## config.mk

```make
export PLATFORM = sky130hd
export DESIGN_NAME = decode_issue_reg
export DESIGN_NICKNAME = d
export VERILOG_FILES = /design/src/rtl/decode_issue_reg.sv
export SDC_FILE = /design/constraint.sdc
export NUM_CORES = 1
export LEC_CHECK = 0
export BUFFER_PORTS_ARGS = -buffer_cell sky130_fd_sc_hd__clkbuf_2
export CORE_MARGIN = 2
export CORE_UTILIZATION = 30
export DETAILED_ROUTE_END_ITERATION = 12
export GPL_TIMING_DRIVEN = 0
export PLACE_DENSITY = 0.54
export SYNTH_ARGS = -nofsm -noshare
export SYNTH_HDL_FRONTEND = slang
export SYNTH_SLANG_ARGS = --single-unit
```

## constraint.sdc

```tcl
create_clock -name clk -period 1.63 [get_ports clk]
set_input_delay 0.0815 -clock clk [delete_from_list [all_inputs] [get_ports clk]]
set_output_delay 0.0815 -clock clk [all_outputs]
set_load 0.01 [all_outputs]
```

## src/rtl/decode_issue_reg.sv

```systemverilog
// Decode-to-execute pipeline register with valid/ready handshake, branch flush and
// optional load-use bubble insertion with a saturating bubble counter (DECODE_HAZARD_CHECK_EN).
module decode_issue_reg #(
  parameter int PC_W  = 32,
  parameter int CNT_W = 16
) (
  input  logic             clk,
  input  logic             rst_n,
  input  logic             in_valid,
  output logic             in_ready,
  input  logic [39:0]      packed_in,
  input  logic [PC_W-1:0]  pc_in,
  input  logic             flush,
  output logic             out_valid,
  input  logic             out_ready,
  output logic [39:0]      packed_out,
  output logic [PC_W-1:0]  pc_out,
  output logic [CNT_W-1:0] bubble_cnt
);

  logic hz;
  logic in_fire;
  logic out_fire;
  logic bubble;

`ifdef DECODE_HAZARD_CHECK_EN
  localparam logic [CNT_W-1:0] CNT_ONE = {{(CNT_W-1){1'b0}}, 1'b1};

  logic [4:0] cad;
  logic [4:0] rs;
  logic [4:0] rt;
  logic       ld_wb;

  // A held load that writes a non-zero register blocks any reader of that register.
  assign cad   = packed_out[30:26];
  assign rs    = packed_in[14:10];
  assign rt    = packed_in[9:5];
  assign ld_wb = packed_out[15] && packed_out[25] && (cad != 5'd0);
  assign hz    = out_valid && ld_wb && in_valid && ((rs == cad) || (rt == cad));

  always_ff @(posedge clk) begin
    if (!rst_n) begin
      bubble_cnt <= '0;
    end else if (bubble && (bubble_cnt != {CNT_W{1'b1}})) begin
      bubble_cnt <= bubble_cnt + CNT_ONE;
    end
  end
`else
  assign hz         = 1'b0;
  assign bubble_cnt = '0;
`endif

  // Reset overrides the stall terms so the decoder sees a ready register while reset is held.
  assign in_ready = !flush && (!rst_n || (!hz && (!out_valid || out_ready)));
  assign in_fire  = in_valid && in_ready;
  assign out_fire = out_valid && out_ready;
  assign bubble   = !flush && hz && out_ready;

  always_ff @(posedge clk) begin
    if (!rst_n) begin
      out_valid  <= 1'b0;
      packed_out <= '0;
      pc_out     <= '0;
    end else if (flush) begin
      out_valid  <= 1'b0;
      packed_out <= '0;
      pc_out     <= '0;
    end else if (bubble) begin
      out_valid  <= 1'b0;
      packed_out <= '0;
    end else if (in_fire) begin
      out_valid  <= 1'b1;
      packed_out <= packed_in;
      pc_out     <= pc_in;
    end else if (out_fire) begin
      out_valid  <= 1'b0;
    end
  end

endmodule

```

==> flow_metrics.tcl <==
set metrics [dict create \
    end_kind "flip-flop" \
    internal_power_mw 2.98 \
    h-tree-depth 3 \
    numCtsBuffers 9 \
    dp_hpwl_mm 6.63 \
    worst_slack_ns 0.313 \
    vdd_ir_drop_max_v 0.000338 \
    layout-drive-gt1-share_pct 45.4 \
    yosysUniqueCellTypes 17 \
    grt_overflow_total 0 \
    maxSlewHeadroom_pct 65.7 \
    status "finished, final reports clean" \
    synth_seq_cells 73 \
    seqPwrFrac_pct 46.6 \
    nNetsFinal 677 \
    period_minus_slack_ns 1.32 \
    rows 38 \
    via_per_inst 4.55 \
    r2r-start "out_valid$_SDFFE_PP0P_" \
    start_util_pct 30.5 \
    hold_viol 0 \
    startpoint "out_valid$_SDFFE_PP0P_" \
    vias 3384 \
    grt_max_degree 12 \
    hp-class "primary input to flip-flop" \
    track_usage_pct 16.8 \
    drt-initial-drc-count 183 \
    post-place-ws_ns 0.379 \
    seq_area_frac_synth_pct 44.4 \
    sw_frac_of_total_pct 25.9 \
    leakagePower_nw 2.29 \
    clkSinkCount 73 \
    clockPowerShare_pct 35.7 \
    maxCapViolCount 0 \
    rr_worst_depth 5 \
    grt_pass1_wl_mm 15.5 \
    post-cts-setup-buffers 0 \
    syn_inst 352 \
    max_freq_ghz 0.759 \
    core_region_area_mm2 0.0108 \
    root_buffer "clkbuf_8" \
    min_period_over_period_pct 80.8 \
    crit_end "packed_out[25]$_SDFFE_PP0P_" \
    detail-route-antenna-nets 0 \
    antenna_found_initial 0 \
    totalNegativeSetupSlack_ns 0 \
    worstPathArrival_ns 1.61 \
    power.switching_mw 1.04 \
    routed_wirelength_mm 10.1 \
    grt_pass1_vias 3227 \
    clock_path_buffers 2 \
    drv_slew 0 \
    dieWidth_um 109 \
    clk_pin_slew_ns 0.07 \
    cp_data_required_time_ns 1.92 \
    syn_to_final_growth_pct 57.7 \
    drt_first_pass_iters 4 \
    synth_area_mm2 0.00329 \
    wl_per_cell_um 13.5 \
    gp_congestion 0.693 \
    port_buffers 150 \
    insertion_delay_ns 0.35 \
    p_total_mw 4.02 \
    ys_warn_count 0 \
    io_pins 167 \
    worst_pin_slew_ns 0.515 \
    cts_tree "yes" \
    comb_power_share_pct 17.7 \
    p_per_area_mw_per_mm2 775 \
    final_common_cell "clkbuf_2" \
    avgSynthCellArea_um2 9.35 \
    finalSetupViolations 0 \
    critPathMaxFanout 10 \
    die-height_um 109 \
    criticalPathCategory "flip-flop to flip-flop" \
    rrSetupSlack_ns 0.31 \
    reg2reg_to "packed_out[25]$_SDFFE_PP0P_" \
    drc_errors 0 \
    layout_common_cells "clkbuf_2, dfxtp_1, nand2_1, nand4_1, dlygate4sd3_1" \
    fin_skew_ns 0.00434 \
    dp_cells 657 \
    layout.cells.non_filler 744 \
    grt_setup_unrepaired "no" \
    n_antenna_cell 0 \
    dieArea_mm2 0.0118 \
    cp-start-kind "flip-flop" \
]
-- how the worst min path moves through the flow --
stage,from,end,slack [ns],cells after the start
final,out_ready,out_valid$_SDFFE_PP0P_,0.19,3
after global routing,out_ready,out_valid$_SDFFE_PP0P_,0.19,3
after CTS,out_ready,out_valid$_SDFFE_PP0P_,0.17,3
after detailed placement,packed_in[38],packed_out[38]$_SDFFE_PP0P_,0.32,3
after global placement,packed_in[38],packed_out[38]$_SDFFE_PP0P_,0.31,3
after floorplan,flush,in_ready,0.21,1
-- area by class of cell --
class,count,area [um2]
Sequential cell,73,1460
Clock inverter,3,40.0
Multi-Input combinational cell,238,1450
Buffer,56,433
Clock buffer,12,155
Tap cell,140,175
Fill cell,1043,5600
Timing Repair Buffer,222,1470
-- sequential cells by signal, indices dropped and copies added, names as in the netlist --
signal / count
packed_out: 40
out_valid: 1
pc_out: 32
-- per-layer routing --
metal,global-route usage (%),wire length [um],vias to the layer above
met5,0,0,-
met4,8.52,211,0
met3,3.53,525,14
met2,27.8,4880,112
met1,20.7,4440,1531
li1,-,-,1727
-- kinds of logic (layout without fill, tap and decap cells) --
logic type	after synthesis	in the layout	synth area share, %
AO/OA/AOI/OAI	74	74	19.3
buffers and inverters	56	293	13.2
flip-flops	73	73	44.4
other	1	16	0.114
AND/OR/NAND/NOR	148	148	23.0
-- synth_stat cells (all sizes together) --
cell type  instances  area share [%]
nand2b             1            0.42
buf               38              11
nand4             72              14
o21ai             72              19
and2b              1            0.23
nor2b              1            0.19
a21oi              1            0.15
dfxtp             73              44
nand2             72             8.2
and2               1            0.27
conb               1            0.11
o21a               1            0.23
clkbuf            18             2.1
-- through the flow --
| step | hold slack, ns | utilization, % | area (um2) |
|---|---|---|---|
| 2_1_floorplan | 0.207 | - | 3350 |
| 3_3_place_gp | 0.314 | 39.6 | 4270 |
| 3_5_place_dp | 0.323 | 39.6 | 4270 |
| 4_1_cts | 0.166 | 48.1 | 5190 |
| 5_1_grt | 0.193 | 48.1 | 5190 |
| 6_report | 0.193 | 48.1 | 5190 |
-- power groups by stage --
stage	clock network [mW]	logic (mW)	registers, mW
floorplan	0	0.321	1.94
global placement	0	0.572	1.92
detailed placement	0	0.574	1.92
CTS	1.50	0.710	1.88
global route	1.56	0.775	1.88
finish	1.44	0.710	1.88
-- what timing repair did --
action / 4_1_cts / 5_1_grt
resized for setup: 0 / 0
hold endpoints to repair: 72 / 0
hold buffers: 72 / 0
-- worst max-delay path, stage by stage, from the launching register on --
cell,delay (ns)
dfxtp_1,0.35
nand2b_4,0.07
buf_6,0.14
clkbuf_1,0.40
nand4_1,0.20
o21ai_2,0.09
(Power assumes the default switching activity.)
